`config.mk`:
```
export PLATFORM = sky130hd
export DESIGN_NAME = clint_ahb_bridge
export DESIGN_NICKNAME = d
export VERILOG_FILES = /design/src/rtl/clint_ahb_bridge.sv
export SDC_FILE = /design/constraint.sdc
export NUM_CORES = 1
export LEC_CHECK = 0
export CAP_MARGIN = 10
export CORE_MARGIN = 5
export CORE_UTILIZATION = 39
export CTS_BUF_LIST = sky130_fd_sc_hd__clkbuf_2 sky130_fd_sc_hd__clkbuf_4 sky130_fd_sc_hd__clkbuf_8
export DETAILED_ROUTE_END_ITERATION = 16
export PLACE_DENSITY = 0.89
export SLEW_MARGIN = 5
export SYNTH_ARGS = -nofsm -noshare
export SYNTH_HDL_FRONTEND = slang
export SYNTH_SLANG_ARGS = --single-unit
```
`constraint.sdc`:
```
create_clock -name CLK -period 2.26 [get_ports CLK]
set_input_delay 0.226 -clock CLK [delete_from_list [all_inputs] [get_ports CLK]]
set_output_delay 0.226 -clock CLK [all_outputs]
set_load 0.1 [all_outputs]
```
`src/rtl/clint_ahb_bridge.sv`:
```
// rtl/clint_ahb_bridge.sv - AHB-Lite subordinate driving CLINT register selects and strobes.
// Optional ERROR response path for illegal transfers: define CLINT_BRIDGE_ERR_EN.
module clint_ahb_bridge #(
  parameter int OFFS_W = 16
) (
  input  logic        CLK,
  input  logic        nRST,
  input  logic        HSEL,
  input  logic [31:0] HADDR,
  input  logic [1:0]  HTRANS,
  input  logic        HWRITE,
  input  logic [2:0]  HSIZE,
  input  logic [31:0] HWDATA,
  input  logic        HREADY,
  output logic [31:0] HRDATA,
  output logic        HREADYOUT,
  output logic        HRESP,
  output logic        msip_sel,
  output logic        mtimecmp_sel,
  output logic        mtimecmph_sel,
  output logic        mtime_sel,
  output logic        mtimeh_sel,
  output logic        wen,
  output logic        ren,
  output logic [31:0] wdata,
  output logic [31:0] addr,
  input  logic [31:0] rdata
);

  typedef enum logic [2:0] {IDLE, WR, RD_WAIT, RD_DONE, ERR1, ERR2} state_t;

  state_t      state_q;
  logic [4:0]  sel_q;
  logic [4:0]  sel_d;
  logic        wen_q;
  logic        ren_q;
  logic        hreadyout_q;
  logic        hresp_q;
  logic [31:0] hrdata_q;
  logic [31:0] addr_q;
  logic        accept;
  logic        legal;
  logic        unused_htrans0;

  logic [OFFS_W-1:0] offs;

  assign offs           = HADDR[OFFS_W-1:0];
  assign accept         = HSEL & HREADY & HTRANS[1];
  assign unused_htrans0 = HTRANS[0];

  // sel_d bit order: msip, mtimecmp, mtimecmph, mtime, mtimeh
  always_comb begin
    sel_d = 5'b0;
    if (offs == OFFS_W'(32'h0000)) sel_d[0] = 1'b1;
    if (offs == OFFS_W'(32'h4000)) sel_d[1] = 1'b1;
    if (offs == OFFS_W'(32'h4004)) sel_d[2] = 1'b1;
    if (offs == OFFS_W'(32'hBFF8)) sel_d[3] = 1'b1;
    if (offs == OFFS_W'(32'hBFFC)) sel_d[4] = 1'b1;
  end

  assign legal = (|sel_d) && (HADDR[1:0] == 2'b00) && (HSIZE == 3'b010);

  always_ff @(posedge CLK or negedge nRST) begin
    if (!nRST) begin
      state_q     <= IDLE;
      sel_q       <= 5'b0;
      wen_q       <= 1'b0;
      ren_q       <= 1'b0;
      hreadyout_q <= 1'b1;
      hresp_q     <= 1'b0;
      hrdata_q    <= 32'h0;
      addr_q      <= 32'h0;
    end else begin
      case (state_q)
        RD_WAIT: begin
          hrdata_q    <= rdata;
          sel_q       <= 5'b0;
          ren_q       <= 1'b0;
          hreadyout_q <= 1'b1;
          hresp_q     <= 1'b0;
          state_q     <= RD_DONE;
        end
        ERR1: begin
          hreadyout_q <= 1'b1;
          hresp_q     <= 1'b1;
          state_q     <= ERR2;
        end
        default: begin
          // IDLE, WR, RD_DONE and ERR2 all complete with HREADYOUT high, so they accept
          sel_q       <= 5'b0;
          wen_q       <= 1'b0;
          ren_q       <= 1'b0;
          hreadyout_q <= 1'b1;
          hresp_q     <= 1'b0;
          state_q     <= IDLE;
          if (accept) begin
            addr_q <= HADDR;
            if (legal) begin
              sel_q <= sel_d;
              if (HWRITE) begin
                wen_q   <= 1'b1;
                state_q <= WR;
              end else begin
                ren_q       <= 1'b1;
                hreadyout_q <= 1'b0;
                state_q     <= RD_WAIT;
              end
            end else begin
`ifdef CLINT_BRIDGE_ERR_EN
              hreadyout_q <= 1'b0;
              hresp_q     <= 1'b1;
              state_q     <= ERR1;
`else
              if (!HWRITE) hrdata_q <= 32'h0;
`endif
            end
          end
        end
      endcase
    end
  end

  assign msip_sel      = sel_q[0];
  assign mtimecmp_sel  = sel_q[1];
  assign mtimecmph_sel = sel_q[2];
  assign mtime_sel     = sel_q[3];
  assign mtimeh_sel    = sel_q[4];
  assign wen           = wen_q;
  assign ren           = ren_q;
  assign wdata         = wen_q ? HWDATA : 32'h0;
  assign addr          = addr_q;
  assign HRDATA        = hrdata_q;
  assign HREADYOUT     = hreadyout_q;
  assign HRESP         = hresp_q;

endmodule

```
-- Word level (Yosys, flattened, before mapping)
Cells that the tools add are included.
W data, S select, Z words.
- equality and inequality tests: 9
- multiplexer cells: 28
- bitwise logic cells: 4
- reduce and logical (&&, ||, !) cells: 9
- operator list (kind ; number):
    $mux W32 ; 4
    $pmux W32 S2 ; 1
    $eq A16 B15 Y1 const B ; 2
    $eq A16 B16 Y1 const B ; 2
    $logic_not A16 Y1 ; 1
    $mux W1 ; 15
    $mux W5 ; 2
    $pmux W5 S2 ; 1
    $eq A3 B2 Y1 const B ; 2
    $mux W2 ; 3
    $pmux W3 S2 ; 1
    $reduce_or A5 Y1 ; 1
    $ne A2 B1 Y1 const B ; 2
    $reduce_and A4 Y1 ; 1
    $eq A3 B3 Y1 const B ; 1
    $and A1 B1 Y1 ; 2
    $logic_and A1 B1 Y1 ; 2
    $logic_not A2 Y1 ; 1
    $not A1 Y1 ; 2
    $pmux W1 S2 ; 1
    $reduce_and A2 Y1 ; 1
    $reduce_bool A2 Y1 ; 1
    $reduce_or A2 Y1 ; 1
- bits in registers: 76
- input bits: 106
- output and inout port bits: 105
- word-level logic and storage cells: 58

-- Depth between registers and ports, before layout
- depth after elaboration: 8
- depth in mapped cells: 6
- gate-level depth less buffers: 4

-- Worst setup path after synthesis
OpenSTA, ideal clock, no wires.
- path kind: reg2reg
- from: register HRESP (netlist name)
- to: register addr_q[0] (netlist: addr[0])
- library setup time: 0.126 ns
- data arrival time: 2.129 ns
- required time: 2.134 ns
- path slack: 0.005 ns
- cell stages (with the launch flop): 6
- buffers on the path: 2
- period minus slack after synthesis: 2.255 ns
- path through: dfrtp_1 xnor2_1 o21ai_0 buf_2 buf_2 mux2_2
- RTL lines (what ; line ; text):
    end signal: assignment ; 72 ; addr_q <= 32'h0;
    end signal: assignment ; 97 ; addr_q <= HADDR;
    end: declaration ; 40 ; logic [31:0] addr_q;

-- Worst setup path after layout
- from: register wen_q (netlist: wen)
- to: output wdata[15]
- cells in the longest elaborated chain, start to end: 1
- RTL lines (what ; line ; text):
    start: declaration ; 35 ; logic wen_q;
    start signal: assignment ; 67 ; wen_q <= 1'b0;
    start signal: assignment ; 91 ; wen_q <= 1'b0;
    start signal: assignment ; 101 ; wen_q <= 1'b1;
    $mux W32 ; 130 ; assign wdata = wen_q ? HWDATA : 32'h0;
    end: declaration ; 25 ; output logic [31:0] wdata,
Every way passes these cells.

==> impl_metrics.env <==
export IMPL_status="complete, no violations"
export IMPL_io_pins=211
export IMPL_cts_root_buf="clkbuf_8"
export IMPL_htreeDepth=3
export IMPL_relSlewSlack=0.381
export IMPL_wl_per_cell_um=18.5
export IMPL_p_leak_uw=0.00273
export IMPL_post_route_min_period_ps=1960
export IMPL_place_hpwl_um=9040
export IMPL_worst_skew_pair_late_latency_ps=340
export IMPL_design_area_um2=6070
export IMPL_crit_buf_inv=1
export IMPL_clock_fmax_mhz=510
export IMPL_power_density_nw_per_um2=721
export IMPL_slowest_stage="dfrtp_1"
export IMPL_required_ps=2030
export IMPL_synth_cell_types=35
export IMPL_die_h_um=105
export IMPL_cts_setup_buffers=0
export IMPL_crit_chain="and2_1 > buf_12"
export IMPL_grt_ovfl_total=0
export IMPL_syn_inst=302
export IMPL_timing_hold_ws_ps=11.1
export IMPL_postSynthAreaPerCell_um2=11.6
export IMPL_via_per_inst=5.21
export IMPL_synth_top_area_frac=0.527
export IMPL_synth_top_area_cell="dfrtp_1"
export IMPL_skew_ps=8.81
export IMPL_first_global_vias=3484
export IMPL_clock_path_buffers=2
export IMPL_drt_iter0_drc=149
export IMPL_final_antenna_net_count=0
export IMPL_fin_crit_sh=0.867
export IMPL_gp_congestion=0.849
export IMPL_place_area_um2=5860
export IMPL_cts_tree="yes"
export IMPL_synth_area_leaders="dfrtp_1 (53%), mux2_2 (9.9%), a2bb2oi_1 (8.0%), o31ai_1 (6.8%), and2_1 (5.7%)"
export IMPL_rsz0062_at_grt="no"
export IMPL_synth_seq_cells=75
export IMPL_drc_errors=0
export IMPL_grt_pass1_wl_um=18500
export IMPL_cts_resized=0
export IMPL_critPathArrivalTime_ps=1730
export IMPL_start_util=0.401
export IMPL_synth_warning_count=0
export IMPL_worstSetupEndpointType="output port"
export IMPL_finalHoldViolCount=0
export IMPL_r2r_setup_slack_ps=350
export IMPL_crit_path_max_fanout=34
export IMPL_final_core_util=0.693
export IMPL_grt_start_max_net_pins=76
export IMPL_cts_hold_buf=0
export IMPL_setup_violations=0
export IMPL_clkTransAtPathRegs_ps=90
export IMPL_port_buffer_count=209
export IMPL_syn_nets=408
export IMPL_vias=3235
export IMPL_dieArea_um2=11000
export IMPL_cts_sinks=75
export IMPL_drt_pass1_iterations=4
export IMPL_dieWidth_um=105
export IMPL_nets=614
export IMPL_setup_tns_ps=0
export IMPL_antenna_found_initial=0
export IMPL_worst_pin_slew_ps=929
export IMPL_max_cap_viol_count=0
export IMPL_hp_class="in -> async"
export IMPL_path_delay_family="flip-flops"
export IMPL_slew_violations=0
export IMPL_antenna_diode_count=0
export IMPL_ys_seq_area_frac=0.535
export IMPL_syn2layout_area_growth_pct=73.0
export IMPL_grtUsageTotal=0.207
export IMPL_numCtsBuffers=9
export IMPL_cp_start_kind="register"
export IMPL_cp_slowest_stage_delay_ps=890
export IMPL_core_area_um2=8760
export IMPL_synth_area_um2=3510
export IMPL_wirelength_um=11500
export IMPL_drive_gt1_frac=0.337
export IMPL_vdd_drop_max_uv=643
export IMPL_worstSetupPathType="reg -> out"
export IMPL_core_rowCount=34
synth_stat cells, drive strengths merged:
| master | instances |
|---|---|
| mux2 | 31 |
| buf | 13 |
| or3b | 1 |
| a32o | 3 |
| and3 | 1 |
| clkbuf | 12 |
| o32ai | 1 |
| o21ai | 4 |
| nand4 | 3 |
| nor3b | 3 |
| dfrtp | 74 |
| o31ai | 32 |
| and2b | 1 |
| nor3 | 2 |
| nand2 | 35 |
| xnor2 | 1 |
| a2bb2oi | 32 |
| nand3 | 1 |
| nor4 | 5 |
| or3 | 1 |
| inv | 1 |
| o21ba | 1 |
| and2 | 32 |
| nand3b | 1 |
| nor2 | 4 |
| dfstp | 1 |
| nand2b | 1 |
| a22o | 3 |
| o21bai | 1 |
| nand4bb | 1 |
cells by family after synthesis:
logic type,share of synthesized area
simple gates,0.143
mux,0.0994
flops,0.535
compound gates,0.178
xor+xnor,0.00250
buf+inv,0.0428
layout make-up:
type                    instances  area [um2]
flip-flops and latches         75        1880
inverters                       1        3.75
multi-input cells             201        1500
repair buffers                220        2330
fillers                       631        2690
clock inverters                 7        93.8
clock buffers                   9         124
well taps                     108         135
metal layers:
metal | vias to the layer above | wire length, um | global-route usage
li1 | 1529 | - | -
met1 | 1555 | 4480 | 0.242
met2 | 139 | 5930 | 0.365
met3 | 12 | 970 | 0.0771
met4 | 0 | 127 | 0.0402
met5 | - | 0 | 0
registers in the layout, summed over array words and instances (netlist names):
| signal | count |
|---|---|
| HRDATA | 32 |
| HREADYOUT | 1 |
| HRESP | 1 |
| addr | 32 |
| ren | 1 |
| sel_q | 5 |
| state_q | 2 |
| wen | 1 |
per-stage QoR:
stage | power [uW] | setup slack [ps] | std cells
floorplan | 2790 | 4.95 | 302
global placement | 3280 | 243 | 605
detailed placement | 3310 | 179 | 605
CTS | 4420 | 244 | 621
global route | 4550 | 73.1 | 621
finish | 4380 | 301 | 621
cell usage in the layout (no fill, tap or decap), types with 3 or more instances in the layout:
| cell | synthesis | routed |
|---|---|---|
| a32o_1 | 3 | 3 |
| nor3b_2 | 1 | 3 |
| nand4_1 | 3 | 3 |
| a2bb2oi_1 | 32 | 32 |
| buf_12 | 0 | 34 |
| dfrtp_1 | 74 | 74 |
| o21ai_0 | 4 | 3 |
| mux2_2 | 31 | 31 |
| nor4_1 | 4 | 4 |
| and2_1 | 32 | 32 |
| nor2_1 | 4 | 4 |
| nand2_1 | 35 | 35 |
| clkdlybuf4s50_1 | 0 | 103 |
| clkbuf_8 | 0 | 9 |
| buf_4 | 0 | 83 |
| o31ai_1 | 32 | 32 |
final timing paths:
| path | endpoint | cells past startpoint | startpoint |
|---|---|---|---|
| max | wdata[15] | 2 | wen$_DFFE_PN0N_ |
| max in group asynchronous | HRDATA[1]$_DFFE_PN0P_ | 1 | nRST |
| min | addr[10]$_DFFE_PN0P_ | 1 | nRST |
| min reg2reg | ren$_DFFE_PN0N_ | 2 | ren$_DFFE_PN0N_ |
| min in group CLK | HRDATA[29]$_DFFE_PN0P_ | 3 | rdata[29] |
| max reg2reg | HRDATA[2]$_DFFE_PN0P_ | 4 | state_q[0]$_DFF_PN0_ |
report_power, final:
part	switching, uW	internal [uW]
Combinational	1260	462
Sequential	73.3	1480
Clock	564	540
(Power assumes the default switching activity.)
